==> src/rtl/pc_ctrl.sv <==
// Program-counter controller: IDLE/RUN/HALT sequencer with relative/absolute
// branching through an external target table and a small return stack.
module pc_ctrl #(
    parameter int D  = 12,
    parameter int SD = 4
) (
    input  logic         clk_i,
    input  logic         rst_ni,
    input  logic         start_i,
    input  logic         stall_i,
    input  logic         halt_i,
    input  logic         branch_en_i,
    input  logic [2:0]   branch_sel_i,
    input  logic         call_i,
    input  logic         ret_i,
    output logic [2:0]   lut_addr_o,
    input  logic [D-1:0] lut_target_i,
    output logic [D-1:0] pc_o,
    output logic         done_o,
    output logic         stack_ovf_o,
    output logic         stack_unf_o
);

    localparam int SPW = $clog2(SD + 1);
    localparam int IW  = (SD > 1) ? $clog2(SD) : 1;

    typedef enum logic [1:0] {IDLE, RUN, HALT} state_t;

    state_t         state_q;
    logic [D-1:0]   pc_q;
    logic [D-1:0]   stack_q [SD];
    logic [SPW-1:0] sp_q;
    logic           done_q;
    logic           ovf_q;
    logic           unf_q;

    logic [D-1:0]   pc_inc_d;
    logic [D-1:0]   pc_rel_d;
    logic [IW-1:0]  push_idx_d;
    logic [IW-1:0]  top_idx_d;
    logic           stack_full_d;
    logic           stack_empty_d;

    assign lut_addr_o = branch_sel_i;

    // Relative targets wrap modulo 2^D, so two's-complement add needs no sign handling.
    assign pc_inc_d      = pc_q + D'(1);
    assign pc_rel_d      = pc_q + lut_target_i;
    assign push_idx_d    = IW'(sp_q);
    assign top_idx_d     = IW'(sp_q - SPW'(1));
    assign stack_full_d  = (sp_q == SPW'(SD));
    assign stack_empty_d = (sp_q == '0);

    always_ff @(posedge clk_i) begin
        if (!rst_ni) begin
            state_q <= IDLE;
            pc_q    <= '0;
            sp_q    <= '0;
            done_q  <= 1'b0;
            ovf_q   <= 1'b0;
            unf_q   <= 1'b0;
            for (int i = 0; i < SD; i++) stack_q[i] <= '0;
        end else begin
            case (state_q)
                IDLE, HALT: begin
                    if (start_i) begin
                        state_q <= RUN;
                        pc_q    <= '0;
                        sp_q    <= '0;
                        done_q  <= 1'b0;
                        ovf_q   <= 1'b0;
                        unf_q   <= 1'b0;
                    end
                end
                RUN: begin
                    if (stall_i) begin
                        state_q <= RUN;
                    end else if (halt_i) begin
                        state_q <= HALT;
                        done_q  <= 1'b1;
                    end else if (ret_i) begin
                        if (!stack_empty_d) begin
                            pc_q <= stack_q[top_idx_d];
                            sp_q <= sp_q - SPW'(1);
                        end else begin
                            pc_q  <= pc_inc_d;
                            unf_q <= 1'b1;
                        end
                    end else if (branch_en_i) begin
                        pc_q <= branch_sel_i[2] ? lut_target_i : pc_rel_d;
                        // A call on a full stack still branches; only the link is lost.
                        if (call_i) begin
                            if (!stack_full_d) begin
                                stack_q[push_idx_d] <= pc_inc_d;
                                sp_q                <= sp_q + SPW'(1);
                            end else begin
                                ovf_q <= 1'b1;
                            end
                        end
                    end else begin
                        pc_q <= pc_inc_d;
                    end
                end
                default: begin
                    state_q <= IDLE;
                end
            endcase
        end
    end

    assign pc_o        = pc_q;
    assign done_o      = done_q;
    assign stack_ovf_o = ovf_q;
    assign stack_unf_o = unf_q;

endmodule

==> config.mk <==
export PLATFORM = sky130hd
export DESIGN_NAME = pc_ctrl
export DESIGN_NICKNAME = d
export VERILOG_FILES = /design/src/rtl/pc_ctrl.sv
export SDC_FILE = /design/constraint.sdc
export NUM_CORES = 1
export LEC_CHECK = 0
export BUFFER_PORTS_ARGS = -buffer_cell sky130_fd_sc_hd__buf_2
export CAP_MARGIN = 10
export CELL_PAD_IN_SITES_DETAIL_PLACEMENT = 1
export CELL_PAD_IN_SITES_GLOBAL_PLACEMENT = 2
export CORE_ASPECT_RATIO = 0.75
export CORE_MARGIN = 1
export CORE_UTILIZATION = 35
export DETAILED_ROUTE_END_ITERATION = 12
export GPL_ROUTABILITY_DRIVEN = 0
export PLACE_DENSITY = 0.76
export SYNTH_ARGS = -nofsm -noshare
export SYNTH_HDL_FRONTEND = slang
export SYNTH_SLANG_ARGS = --single-unit
==> constraint.sdc <==
create_clock -name clk_i -period 3.5 [get_ports clk_i]
set_clock_uncertainty 0.15 [all_clocks]
set_input_delay 0.175 -clock clk_i [delete_from_list [all_inputs] [get_ports clk_i]]
set_output_delay 0.175 -clock clk_i [all_outputs]
set_load 0.02 [all_outputs]
* After elaboration in Yosys (flattened, before gate mapping) *
Memories as Yosys holds them, arrays and structs flattened.
Cells that the tools add are included.

word-level totals
  register bits = 20
  bits of input ports = 23
  memories = 1
  memory bits (writable) = 48

operators by class
  eq/ne operators = 18
  reduce and logical (&&, ||, !) cells = 11
  mux-type cells = 50
  add/sub/neg operators = 4

memories
  name     words  width  rd ports  clocked after Yosys merged registers in  wr ports  line  RTL
  stack_q  4      12     1         0                                        4         31    logic [D-1:0] stack_q [SD];

operators with widths
  operator                                           count
  2-to-1 mux 12 bit                                  8
  2-to-1 mux 1 bit                                   24
  2-to-1 mux 3 bit                                   8
  case mux 12 bit (2 select lines)                   1
  != test 2 bit (second input constant)              10
  AND reduction 8 bit                                2
  != test 3 bit (second input constant)              5
  adder 12 x 1 -> 12 bit (second input constant)     1
  adder 12 bit                                       1
  OR reduction 12 bit                                1
  2-to-1 mux 2 bit                                   4
  AND reduction 4 bit                                2
  case mux 1 bit (2 select lines)                    3
  case mux 3 bit (2 select lines)                    1
  AND reduction 6 bit                                1
  case mux 2 bit (2 select lines)                    1
  adder 3 x 1 -> 3 bit (second input constant)       1
  == test 3 bit (second input constant)              1
  logical NOT 3 bit                                  1
  subtractor 3 x 1 -> 3 bit (second input constant)  1
  == test 2 x 1 -> 1 bit (second input constant)     1
  == test 2 bit (second input constant)              1
  logical NOT 2 bit                                  1
  AND reduction 2 bit                                1
  2 further kinds                                    2

* Longest topological paths before layout *
  word-level depth = 12
  depth in mapped cells = 11

* Least setup slack after synthesis *
No wires, ideal clock.

  path kind = reg2reg
  from = register sp_q[0]
  to = memory stack_q[0][0], enable pin
  stages on the path, launching flop included = 12
  arrival time = 3.183 ns
  path slack = -0.183 ns
  required time = 3.000 ns
  path through = dfxtp_1 > clkbuf_1 > buf_2 > inv_1 > ha_1 > nand2_1 > or4b_1 > or4_1 > clkbuf_1 > or3_4 > buf_6 > nand2_1

RTL lines
  item                    line  RTL
  from (decl)             32    logic [SPW-1:0] sp_q;
  from (signal assigned)  84    sp_q <= sp_q - SPW'(1);
  from (signal assigned)  95    sp_q <= sp_q + SPW'(1);
  to (decl)               31

==> out/results.ini <==
[layout]
final_util_pct=42.2
area_growth_pct=16.4
layout.nets=460
drive_gt1_share_pct=19.5
diodes=0

[synth]
netlist_area_um2=4000
synth_ff_type=edfxtp_1
async_flop_share_pct=0
synthCells=389
synth_most_common_cell=nor2_1
postSynthAreaPerCell_um2=10.3
yosys_warnings=0
synthTopCellsByArea=edfxtp_1 (36%), dfxtp_1 (10%), nor2_1 (6.8%)
synth_edf_count=48
synth_seq_cells=68
netlist.top_cell.by_area=edfxtp_1
yosysSeqAreaShare_pct=46.0
syn_nets=428
synthTopCellsByCount=nor2_1 (72), edfxtp_1 (48), nand2_1 (22), o21ai_0 (21), dfxtp_1 (20)
yosysUniqueCellTypes=58
yosys.area.top_type_share_pct=36.0

[placed_design]
dp_hpwl_um=8280
port_buffers=36

[clocking]
htree_levels=3
cts_root_buffer=clkbuf_16
cts_setup_buffers=0
cts_tree=yes
cts_hold_buf=1
clk_pin_slew_ns=0.06
cts_inserted_buffers=9
cts_max_path_buffers=2
ctsResizeCount=0
insertion_delay_ns=0.34
clock-sinks=68

[die]
io_pins=41
die-area_um2=11900
start_util_pct=36.3
die_height_um=94.6
coreArea_um2=11000
die_x_um=125
std_cell_rows=33

[outcome]
outcome=complete, but fails checks
violations=design-rule violations

[pwr]
power_mw=2.29
power_density_nw_per_um2=492
p_leak_nw=1.76
ir_drop_v=0.000197

[setup_path]
critPathKind=reg2reg
reg2reg_slack_ns=0.27
worstPathRequired_ns=3.35
reg2reg_to=stack_q[0][8]
cpPeakStageDelay_ns=0.57
r2r_cells=7
startpoint_type=flop
path_cells=inv_1, ha_1, nand2_1, or4b_1, or4_1, or3_4, nand2_2
worstPathMaxFanout=13
reg2reg_from=sp_q[1]
crit_arrival_ns=3.08
endpoint_kind=flop
critical_path.slowest_cell=or4_1

[detailed_routing]
drt_iter0_drc=317
postRouteAntennaNets=0
wl_um=11300
routedWlPerCell_um=20.0
first_pass_iters=10
vias_per_cell=5.63
drc=4
via_count=3185

[sta]
hold_viol=0
tightestPinTransition_ns=0.711
fin_crit_sh_pct=92.3
maxSlewHeadroom_pct=52.3
fmax_ghz=0.310
fin_crit_ns=3.23
rsz0062_at_grt=no
slew_viol_final=0
whs_ns=0.0299
finalSetupViolCount=0
fin_tns_setup_ns=0

[worst_hold_path]
hp-class=in2reg
holdCritStartpoint=start_i
min_to=state_q[1]
hold_depth=4

[grt]
grt_antenna_before_repair=1
first_global_vias=3198
global_route.usage.total_pct=20.4
grt_pass1_wl_um=18000
grt-ovfl-total=0
grt_start_max_net_pins=27

[run]
maxCapViolations=0

sequential cells by signal, indices dropped and copies added (netlist names):
register	count
done_o	1
pc_o	12
sp_q	3
stack_ovf_o	1
stack_q	48
stack_unf_o	1
state_q	2
worst max path at each step:
stage | start | end | slack [ns] | depth (start not counted)
6_report | sp_q[1] | stack_q[0][8] | 0.27 | 7
5_1_grt | sp_q[1] | stack_q[0][8] | 0.13 | 7
2_1_floorplan | sp_q[0] | stack_q[0][0] | 0.12 | 11
3_5_place_dp | sp_q[1] | stack_q[1][1] | 0.26 | 7
3_3_place_gp | sp_q[1] | stack_q[0][9] | 0.41 | 7
4_1_cts | sp_q[1] | stack_q[1][6] | 0.25 | 7
cell families after synthesis:
group	count (synthesis)	share of synthesized area [%]
muxes	16	7.79
xor gates and xnor gates	20	4.38
AOI/OAI and AO/OA	98	16.5
DFF	68	46.0
buffers and inverters	33	3.97
and+or+nand+nor	138	16.1
adders and majority gates	16	5.19
critical path, delay by kind of cell (launching register included):
kind	cells	cell delay, ns
buffers and inverters	1	0.12
adders and majority gates	1	0.23
and+or+nand+nor	5	1.96
DFF	1	0.43
area by class of cell:
cell class	instances	area (µm²)
Tap cell	140	175
Timing Repair Buffer	45	250
Sequential cell	68	1840
Inverter	9	33.8
Clock inverter	6	95.1
Fill cell	1239	6370
Multi-Input combinational cell	288	2020
Clock buffer	10	239
metrics by stage:
| step | cells | cell area (µm²) | setup slack, ns |
|---|---|---|---|
| 3_5_place_dp | 549 | 4310 | 0.265 |
| 4_1_cts | 566 | 4660 | 0.247 |
| 2_1_floorplan | 389 | 4010 | 0.124 |
| 6_report | 566 | 4660 | 0.270 |
| 5_1_grt | 566 | 4660 | 0.133 |
| 3_3_place_gp | 549 | 4310 | 0.410 |
power breakdown:
| group | switching, mW | internal, mW |
|---|---|---|
| Clock | 0.367 | 0.649 |
| Sequential | 0.0307 | 0.892 |
| Combinational | 0.216 | 0.137 |
layout by cell type (no fill, tap or decap), types with 12 or more instances in the layout:
cell / count
o21ai_0: 20
mux4_2: 12
buf_2: 36
ha_1: 15
nor2_1: 72
edfxtp_1: 48
dfxtp_1: 20
o211ai_1: 13
nand2_1: 19
a21oi_1: 16
metal layers:
layer	global-route usage (%)	vias to the layer above	share of wire (%)
li1	-	1521	-
met1	28.4	1593	51
met2	32.2	63	45
met3	4.59	8	3.4
met4	5.18	0	0.92
met5	0	-	0
No activity file was read; power rests on OpenSTA's default activity.
